**src/rtl/controlador_necessidades.sv**
```systemverilog
// Pet vitals tracker: saciedade/energia/alegria decay or recover once per tick according to estado.
// Optional low-level warning output is built only when ALERTA_EN is defined.
module controlador_necessidades #(
    parameter int TICK_DIV      = 25000000,
    parameter int LARG          = 4,
    parameter int NIVEL_MAX     = 15,
    parameter int GANHO         = 3,
    parameter int LIMIAR_ALERTA = 3
) (
    input  logic            clk,
    input  logic            rst,
    input  logic [3:0]      estado,
    output logic            morreu,
    output logic [LARG-1:0] saciedade,
    output logic [LARG-1:0] energia,
    output logic [LARG-1:0] alegria,
    output logic            alerta
);

    localparam int             CW     = (TICK_DIV > 1) ? $clog2(TICK_DIV) : 1;
    localparam logic [CW-1:0]  ULTIMO = CW'(TICK_DIV - 1);
    localparam logic [LARG:0]  TETO   = (LARG+1)'(NIVEL_MAX);
    localparam logic [LARG:0]  INC    = (LARG+1)'(GANHO);
    localparam logic [LARG-1:0] CHEIO = LARG'(NIVEL_MAX);

    localparam logic [3:0] COD_DORMINDO   = 4'b0001;
    localparam logic [3:0] COD_COMENDO    = 4'b0010;
    localparam logic [3:0] COD_DANDO_AULA = 4'b0100;
    localparam logic [3:0] COD_MORTO      = 4'b1000;

    typedef enum logic {VIVO, MORTO_INT} fase_t;

    fase_t           fase_q, fase_d;
    logic [CW-1:0]   contador_q, contador_d;
    logic [LARG-1:0] saciedade_q, saciedade_d;
    logic [LARG-1:0] energia_q, energia_d;
    logic [LARG-1:0] alegria_q, alegria_d;

    logic            tick;
    logic            ganhaSac, ganhaEn, ganhaAle;
    logic [1:0]      perdaSac, perdaEn, perdaAle;
    logic [LARG-1:0] novoSac, novoEn, novoAle;
    logic            morre;

    // Saturating update: never wraps past 0 nor above NIVEL_MAX.
    function automatic logic [LARG-1:0] ajusta(input logic [LARG-1:0] nivel,
                                               input logic            ganha,
                                               input logic [1:0]      perda);
        logic [LARG:0] largo;
        logic [LARG:0] sub;
        largo = {1'b0, nivel};
        sub   = (LARG+1)'(perda);
        if (ganha) begin
            largo = largo + INC;
        end else if (largo >= sub) begin
            largo = largo - sub;
        end else begin
            largo = '0;
        end
        if (largo > TETO) begin
            largo = TETO;
        end
        return largo[LARG-1:0];
    endfunction

    assign tick = (contador_q == ULTIMO);

    always_comb begin
        ganhaSac = 1'b0;
        ganhaEn  = 1'b0;
        ganhaAle = 1'b0;
        perdaSac = 2'd1;
        perdaEn  = 2'd1;
        perdaAle = 2'd1;
        case (estado)
            COD_COMENDO: begin
                ganhaSac = 1'b1;
                perdaSac = 2'd0;
            end
            COD_DORMINDO: begin
                ganhaEn = 1'b1;
                perdaEn = 2'd0;
            end
            COD_DANDO_AULA: begin
                perdaEn  = 2'd2;
                ganhaAle = 1'b1;
                perdaAle = 2'd0;
            end
            COD_MORTO: begin
                perdaSac = 2'd0;
                perdaEn  = 2'd0;
                perdaAle = 2'd0;
            end
            default: begin
            end
        endcase
    end

    assign novoSac = ajusta(saciedade_q, ganhaSac, perdaSac);
    assign novoEn  = ajusta(energia_q, ganhaEn, perdaEn);
    assign novoAle = ajusta(alegria_q, ganhaAle, perdaAle);
    assign morre   = (novoSac == '0) || (novoEn == '0) || (novoAle == '0);

    always_comb begin
        fase_d      = fase_q;
        saciedade_d = saciedade_q;
        energia_d   = energia_q;
        alegria_d   = alegria_q;
        contador_d  = tick ? '0 : contador_q + CW'(1);
        if (fase_q == VIVO && tick) begin
            saciedade_d = novoSac;
            energia_d   = novoEn;
            alegria_d   = novoAle;
            if (morre) begin
                fase_d = MORTO_INT;
            end
        end
    end

    always_ff @(posedge clk or posedge rst) begin
        if (rst) begin
            fase_q      <= VIVO;
            contador_q  <= '0;
            saciedade_q <= CHEIO;
            energia_q   <= CHEIO;
            alegria_q   <= CHEIO;
        end else begin
            fase_q      <= fase_d;
            contador_q  <= contador_d;
            saciedade_q <= saciedade_d;
            energia_q   <= energia_d;
            alegria_q   <= alegria_d;
        end
    end

`ifdef ALERTA_EN
    localparam logic [LARG-1:0] LIMIAR = LARG'(LIMIAR_ALERTA);

    logic alerta_q, alerta_d;

    // Alert follows the freshly computed levels, and is dropped on the edge that kills the pet.
    always_comb begin
        alerta_d = alerta_q;
        if (fase_q == VIVO && tick) begin
            alerta_d = !morre && ((novoSac <= LIMIAR) || (novoEn <= LIMIAR) || (novoAle <= LIMIAR));
        end
    end

    always_ff @(posedge clk or posedge rst) begin
        if (rst) begin
            alerta_q <= 1'b0;
        end else begin
            alerta_q <= alerta_d;
        end
    end

    assign alerta = alerta_q;
`else
    logic unused_limiar;
    assign unused_limiar = (LIMIAR_ALERTA != 0);
    assign alerta        = 1'b0;
`endif

    assign morreu    = (fase_q == MORTO_INT);
    assign saciedade = saciedade_q;
    assign energia   = energia_q;
    assign alegria   = alegria_q;

endmodule
```
**config.mk**
```make
export PLATFORM = sky130hd
export DESIGN_NAME = controlador_necessidades
export DESIGN_NICKNAME = d
export VERILOG_FILES = /design/src/rtl/controlador_necessidades.sv
export SDC_FILE = /design/constraint.sdc
export NUM_CORES = 1
export LEC_CHECK = 0
export ABC_AREA = 1
export CORE_MARGIN = 3
export CORE_UTILIZATION = 25
export DETAILED_ROUTE_END_ITERATION = 8
export HOLD_SLACK_MARGIN = 0.1
export SYNTH_ARGS = -nofsm -noshare
export SYNTH_HDL_FRONTEND = slang
export SYNTH_SLANG_ARGS = --single-unit
```
**constraint.sdc**
```tcl
create_clock -name clk -period 3.4 [get_ports clk]
set_input_delay 0.51 -clock clk [delete_from_list [all_inputs] [get_ports clk]]
set_output_delay 0.51 -clock clk [all_outputs]
set_load 0.02 [all_outputs]
```
**Word-level counts from Yosys, hierarchy flattened**

Cells that the tools add are included.
Widths: inputs -> output; s select.

- Output and inout bits: 14
- Input bits: 6
- Logic and storage cells: 50
- Bits in registers: 38

- $add $sub $neg: 7
- Mux-type cells: 16
- Bitwise gates (word level): 1
- Equal/unequal tests: 5
- Reduce and logical (&&, ||, !) cells: 10
- $lt $le $gt $ge: 6

Operators with widths:

| operator | count |
|---|---|
| $mux 5 | 6 |
| $add 25x1->25 const B | 1 |
| $eq 25x25->1 const B | 1 |
| $mux 25 | 1 |
| $add 4x2->5 const B | 3 |
| $gt 5x4->1 const B | 3 |
| $sub 4x2->5 | 3 |
| $ge 4x2->1 | 3 |
| $logic_not 4->1 | 3 |
| $mux 4 | 3 |
| $reduce_or 2->1 | 3 |
| $mux 1 | 5 |
| $eq 4x1->1 const B | 1 |
| $eq 4x2->1 const B | 1 |
| $eq 4x3->1 const B | 1 |
| $eq 4x4->1 const B | 1 |
| $pmux 2 s2 | 1 |
| $logic_or 1x1->1 | 2 |
| $reduce_and 2->1 | 1 |
| $logic_and 1x1->1 | 1 |
| $not 1->1 | 1 |

**Logic depth before layout (Yosys ltp)**

Gate-level depths: netlist (run 1).

- Word-level depth: 12
- Gate-level depth with buffers: 17
- Depth with buffers taken out: 17

**Least setup slack after synthesis (run 1)**

OpenSTA, ideal clock, no wires.

- Path kind: input-to-reg
- From: input estado[0]
- To: register fase_q (netlist: morreu)
- Arrival time: 2274 ps
- Setup time: 118 ps
- Cell stages on the path: 13
- Setup slack: 1008 ps
- Buffers on the path: 0
- Required time: 3282 ps
- Path through: nor2_1 > inv_1 > nor3_1 > nor3_1 > ha_1 > fa_1 > or2_2 > nor2_1 > nor2_1 > nand3_1 > nand3_1 > nand2_1 > nand2_1

- Longest elaborated chain between the ends: 12
- Elaborated cells on any way between the ends: 37
- Those cells by class: 3 x add/sub; 6 x order compare; 4 x eq/ne; 15 x mux; 9 x reduce/logical

Ends and longest elaborated chain:

| what | line | text |
|---|---|---|
| start, declared | 12 | `input logic [3:0] estado,` |
| $eq 4x4->1 (tied with other cells) | 75 | `case (estado)` |
| $reduce_or 2->1 (no source line) | - |  |
| $pmux 2 s2 or $mux 1 (tied branches) | 75 |  |
| $sub 4x2->5 or $ge 4x2->1 (tied branches) | 56, 55 |  |
| $mux 5 | 55 | `end else if (largo >= sub) begin` |
| $mux 5 | 53 | `if (ganha) begin` |
| $gt 5x4->1 | 60 | `if (largo > TETO) begin` |
| $mux 4 | 60 |  |
| $logic_not 4->1 | 102 | `assign morre = (novoSac == '0) \|\| (novoEn == '0) \|\| (novoAle == '0);` |
| $logic_or 1x1->1 | 102 |  |
| $logic_or 1x1->1 * | 102 |  |
| $reduce_and 2->1 (no source line) * | - |  |
| end signal, assigned | 128 | `fase_q <= fase_d;` |
| end, declared | 33 | `fase_t fase_q, fase_d;` |

Mark *: on every way between the ends. The rest lies on a longest branch, timed or not.
A chain may end at the register's enable or synchronous reset.

**Worst setup path after layout (run 1)**

Same ends and word-level chain as after synthesis.

==> flow_metrics.py, run 1 <==
metrics = {
    "routing": {
        "firstDrtPassIters": 5,
        "antenna_left": 0,
        "drtIter0Drc": 144,
        "drc": 0,
        "routed_wl_um": 6729,
        "wire_per_inst_um": 11.72,
        "vias": 2650,
        "via_per_inst": 4.617,
    },
    "synth": {
        "syn_nets": 431,
        "yosys_warnings": 0,
        "yosysTopAreaCell": "dfrtp_1",
        "synth_fa_ha_area_frac": 0.05469,
        "syn_avg_cell_area_um2": 6.980,
        "synth_xor_area_frac": 0.05165,
        "synth.distinct_cells": 39,
        "synth_top_family_by_area": "simple AND/OR/NAND/NOR gates",
        "synthMuxAreaShare": 0,
        "synth_compound_area_frac": 0.05599,
        "yosysSeqAreaShare": 0.3351,
        "synthSimpleGateAreaFrac": 0.4089,
        "netlist_area_um2": 2883,
        "synth_top_cell_area_share": 0.2257,
        "synth_seq_cells": 38,
        "synth_area_leaders": "dfrtp_1 23%, nand2_1 15%, dfstp_2 11%",
        "syn_inst": 413,
    },
    "cells_and_area": {
        "syn_to_final_growth_pct": 17.14,
        "stdcell_area_um2": 3377,
        "n_antenna_cell": 0,
        "final_cells": 574,
        "final_nets": 451,
        "drive_gt1_frac": 0.1014,
    },
    "critical_path": {
        "r2r-end": "morreu",
        "r2r_cells": 11,
        "arrival_ps": 2980,
        "cpMostUsedCell": "nand3_1",
        "required_ps": 3620,
        "crit_chain": "clkdlybuf4s50_1 -> nor2_1 -> inv_1 -> nor3_1 -> nor3_1 -> ha_1 -> fa_1 -> nor3b_1 -> nand3_1 -> nand3_1 -> nor2_1 -> nand3_1 -> nand3_1 -> nand2_1 -> nand2_1",
        "worstSetupPathType": "input pin to register",
        "max_stage_delay_ps": 460,
        "endpoint_kind": "register",
        "worst_path_max_delay_cell": "clkdlybuf4s50_1",
        "rrSetupSlack_ps": 1310,
        "r2r_start": "energia[0]",
        "startpoint_type": "input pin",
        "critPathMaxFanout": 4,
    },
    "cts": {
        "cts_hold_buffers": 0,
        "root_buffer": "clkbuf_16",
        "cts_buffer_depth": 2,
        "htreeDepth": 2,
        "cts_tree": "done",
        "cts.sinks": 38,
        "ctsResizeCount": 0,
        "cts.clk_slew.worst_paths_ps": 60,
        "post_cts_buffers": 0,
        "cts_buffers": 5,
        "insertion_delay_ps": 280,
    },
    "timing": {
        "hold_viol_final": 0,
        "rsz0062_at_grt": "false",
        "setup_ws_ps": 646.0,
        "whs_ps": 484.6,
        "skew_ps": 6.367,
        "period_share": 0.8100,
        "drv_slew": 0,
        "setup_violations": 0,
        "setup_tns_ps": 0,
        "fmax_ghz": 0.3631,
        "period_minus_slack_ps": 2754,
    },
    "job": {
        "maxCapViolations": 0,
    },
    "global_route": {
        "grtUsageTotal": 0.1100,
        "first_global_vias": 2579,
        "gr-total-overflow": 0,
        "grt_max_degree": 39,
        "grt_pass1_wl_um": 11760,
        "antenna_found_initial": 0,
    },
    "min_path": {
        "hold_end": "contador_q[18]",
        "hold_class": "register to register",
        "min-delay-start": "contador_q[18]",
        "holdPathStages": 1,
    },
    "placed_design": {
        "portBuffers": 18,
        "dp_cells": 566,
        "dpl.hpwl_um": 5241,
        "placed_cell_area_um2": 3204,
        "dp_slack_ps": 360.2,
        "place_congestion": 0.8833,
    },
    "pwr": {
        "p_sw_frac": 0.1962,
        "p_leak_nw": 1.626,
        "combPwrFrac": 0.044,
        "seqPwrFrac": 0.436,
        "ir_drop_uv": 223.1,
        "p_clk_frac": 0.520,
        "power.density_nw_per_um2": 307.7,
        "power.switching_mw": 0.2039,
        "p_int_mw": 0.8351,
    },
    "floorplanning": {
        "die_w_um": 113.4,
        "dieArea_um2": 12860,
        "coreArea_um2": 11030,
        "die_height_um": 113.4,
        "rows": 38,
        "ios": 20,
        "initial_utilization": 0.2613,
    },
    "outcome": {
        "status": "complete, no violations",
    },
}
[layout make-up]
type,count,area (µm²)
fill,1212,7654
multi-input combinational,310,1650
sequential,38,965.9
inverter,58,217.7
timing repair buffer,20,195.2
tap,140,175.2
clock buffer,7,142.6
clock inverter,1,30.03
[per-layer routing]
layer | part of all wire | GRT usage | up-vias
li1 | - | - | 1356
met4 | 0.011 | 0.03125 | 0
met2 | 0.48 | 0.1852 | 61
met3 | 0.048 | 0.01963 | 8
met5 | 0 | 0 | -
met1 | 0.46 | 0.1450 | 1225
[flip-flops by register name, summed over array words and instances (netlist names)]
name,cells
energia,4
alegria,4
contador_q,25
morreu,1
saciedade,4
[through the flow]
stage / power [mW] / utilization
after floorplan: 0.4925 / -
after global placement: 0.5064 / 0.2905
after detailed placement: 0.5077 / 0.2905
after CTS: 1.052 / 0.3061
after global routing: 1.078 / 0.3061
final: 1.039 / 0.3061
[cell usage after synthesis (all sizes together)]
cell type,number
a21oi,5
a31oi,1
and2,1
buf,6
clkbuf,1
conb,1
dfrtp,26
dfstp,12
fa,1
ha,11
inv,58
nand2,117
nand3,30
nand3b,1
nand4,17
nor2,61
nor3,17
nor3b,2
nor4,3
nor4b,1
o211a,1
o21ai,20
o221ai,1
or2,2
xnor2,4
xor2,13
[cells by family (layout without fill, tap and decap cells)]
kind of cell,Yosys count,after routing
DFF,38,38
buffers and inverters,65,86
AOI/OAI and AO/OA,28,28
adders and majority gates,12,12
xor gates and xnor gates,17,17
and+or+nand+nor,252,252
other,1,1
[worst max-delay path by stage]
stage              start      to  slack [ps]  cells past startpoint
6_report       estado[0]  morreu         650                     15
4_1_cts        estado[0]  morreu         650                     15
3_3_place_gp   estado[0]  morreu         420                     15
3_5_place_dp   estado[0]  morreu         360                     15
2_1_floorplan  estado[0]  morreu        1010                     13
5_1_grt        estado[0]  morreu         340                     15
[critical path, delay by kind of cell]
kind / cells / cell delay, ps
fa+ha+maj: 2 / 610
simple gates: 11 / 1300
buf+inv: 2 / 550
[layout by cell type, fill, tap and decap left out, types with 2 or more instances in the layout]
master	n
a21oi_1	5
buf_4	2
clkbuf_16	5
clkdlybuf4s50_1	18
dfrtp_1	26
dfstp_2	12
ha_1	11
inv_1	57
nand2_1	113
nand2_2	3
nand3_1	30
nand4_1	14
nand4_2	3
nor2_1	53
nor2_2	2
nor2_4	6
nor3_1	15
nor3_2	2
nor3b_1	2
nor4_1	2
o21ai_0	5
o21ai_1	12
o21ai_2	3
xnor2_1	4
xor2_1	13
[power groups by stage]
stage	clock network (mW)	registers [mW]	logic, mW
3_5_place_dp	0	0.461	0.0471
6_report	0.540	0.453	0.0460
2_1_floorplan	0	0.461	0.0318
3_3_place_gp	0	0.461	0.0458
5_1_grt	0.573	0.453	0.0530
4_1_cts	0.552	0.453	0.0471
Power figures use the tool's default switching activity.
==> run 2, diff against run 1 <==
==> constraint.sdc (replaced) <==
create_clock -name clk -period 2.65 [get_ports clk]
set_input_delay 0.3975 -clock clk [delete_from_list [all_inputs] [get_ports clk]]
set_output_delay 0.3975 -clock clk [all_outputs]
set_load 0.02 [all_outputs]
==> run 2 against run 1 <==
Compared with the run above: clock skew grew 1.7 ps; combinational power grew 70%; flip-flop and latch count is the same; largest cell class unchanged; final cell count grew 3.7%; sequential power grew 28%; final area grew 5.6%; global-route usage is essentially flat; die area is the same.
==> flow_metrics.py, run 2 (same netlist as run 1, synthesis figures left out) <==
metrics = {
    "floorplanning": {
        "dieArea_um2": 12860,
        "ios": 20,
        "die_w_um": 113.4,
        "coreArea_um2": 11030,
        "initial_utilization": 0.2613,
        "die_height_um": 113.4,
        "rows": 38,
    },
    "cells_and_area": {
        "layout.cells.most_common_list": "112 x nand2_1, 55 x inv_1, 52 x nor2_1, 29 x nand3_1, 26 x dfrtp_1",
        "final_cells": 595,
        "syn_to_final_growth_pct": 23.70,
        "largest_register": "contador_q",
        "final_nets": 472,
        "drive_gt1_frac": 0.1692,
        "fin_util": 0.3233,
        "final_common_cell": "nand2_1",
        "n_antenna_cell": 0,
        "largest_reg_flops": 25,
    },
    "routing": {
        "drtIter0Drc": 194,
        "antenna_left": 0,
        "via_per_inst": 4.528,
        "drc": 0,
        "routed_wl_um": 6860,
        "wire_per_inst_um": 11.53,
        "firstDrtPassIters": 4,
        "vias": 2694,
    },
    "timing": {
        "drv_slew": 0,
        "period_minus_slack_ps": 2480,
        "fmax_ghz": 0.4032,
        "skew_ps": 8.035,
        "hold_viol_final": 0,
        "setup_violations": 0,
        "period_share": 0.9358,
    },
    "critical_path": {
        "max_stage_delay_ps": 450,
        "r2r_start": "energia[0]",
        "r2r-end": "morreu",
        "cp_top_family": "simple AND/OR/NAND/NOR gates",
        "r2r_cells": 11,
        "crit_chain": "clkdlybuf4s50_1 -> nor2_2 -> inv_2 -> nor3_4 -> nor3_4 -> ha_2 -> fa_2 -> nor3b_1 -> nand3_1 -> nand3_1 -> nor2_1 -> nand3_1 -> nand3_1 -> nand2_1 -> nand2_1",
        "required_ps": 2880,
        "endpoint_kind": "register",
        "rrSetupSlack_ps": 590,
        "worstSetupPathType": "input pin to register",
        "cp_num_buf_inv": 2,
        "critPathMaxFanout": 3,
        "startpoint_type": "input pin",
        "cpMostUsedCell": "nand3_1",
        "arrival_ps": 2710,
        "worst_path_max_delay_cell": "clkdlybuf4s50_1",
    },
    "cts": {
        "cts_buffers": 5,
        "cts_hold_buffers": 0,
        "cts.sinks": 38,
        "htreeDepth": 2,
        "cts_buffer_depth": 2,
        "root_buffer": "clkbuf_16",
        "insertion_delay_ps": 280,
        "cts_tree": "done",
        "cts.clk_slew.worst_paths_ps": 60,
    },
    "pwr": {
        "ir_drop_uv": 312.4,
        "power_mw": 1.279,
        "power.density_nw_per_um2": 358.7,
        "p_leak_nw": 1.725,
    },
    "global_route": {
        "grtUsageTotal": 0.1103,
        "grt_max_degree": 39,
        "grt_pass1_wl_um": 11780,
        "antenna_found_initial": 0,
        "first_global_vias": 2569,
        "gr-total-overflow": 0,
    },
    "job": {
        "maxCapViolations": 0,
    },
    "min_path": {
        "hold_class": "register to register",
        "min-delay-start": "contador_q[18]",
        "hold_end": "contador_q[18]",
        "holdPathStages": 1,
    },
    "placed_design": {
        "dpl.hpwl_um": 5386,
        "portBuffers": 18,
        "place_congestion": 0.8960,
        "dp_cells": 586,
    },
    "outcome": {
        "status": "complete, no violations",
    },
}
run 2: area by class of cell:
cell class	instances	area [µm²]
clock buffer	6	138.9
clock inverter	2	16.27
fill	1201	7465
inverter	58	217.7
multi-input combinational	310	1693
sequential	38	965.9
tap	140	175.2
timing repair buffer	41	359.1
run 2: how the worst max path moves through the flow:
stage / cells past startpoint / slack [ps] / end / from
2_1_floorplan: 13 / 370 / morreu / estado[0]
3_3_place_gp: 14 / -90 / morreu / estado[1]
3_5_place_dp: 15 / -160 / morreu / estado[1]
4_1_cts: 15 / 130 / morreu / estado[1]
5_1_grt: 16 / -40 / morreu / estado[1]
6_report: 15 / 170 / morreu / estado[1]
run 2: where the power goes:
part	switching (mW)	internal [mW]
clock network	0.242	0.377
logic	0.0448	0.0332
registers	0	0.581
run 2: timing repair:
item                       CTS  global route
setup endpoints to repair    0             5
setup buffers                0             1
gates resized for setup      0            15
run 2: through the flow:
| stage | setup TNS [ps] | cell area, µm² | hold WS [ps] | setup slack, ps |
|---|---|---|---|---|
| after floorplan | 0 | 2883 | 439.8 | 371.0 |
| after global placement | -168.3 | 3354 | 467.2 | -85.07 |
| after detailed placement | -836.0 | 3354 | 464.5 | -161.1 |
| after CTS | 0 | 3510 | 487.0 | 133.2 |
| after global routing | -36.82 | 3566 | 512.4 | -36.82 |
| final | 0 | 3566 | 497.0 | 170.1 |
run 2: metal layers:
metal  part of all wire  GRT usage  vias up
met5                  0          0        -
met4              0.011    0.02644        0
met3              0.044    0.01804        5
met2               0.49     0.1900       51
met1               0.45     0.1449     1237
li1                   -          -     1401
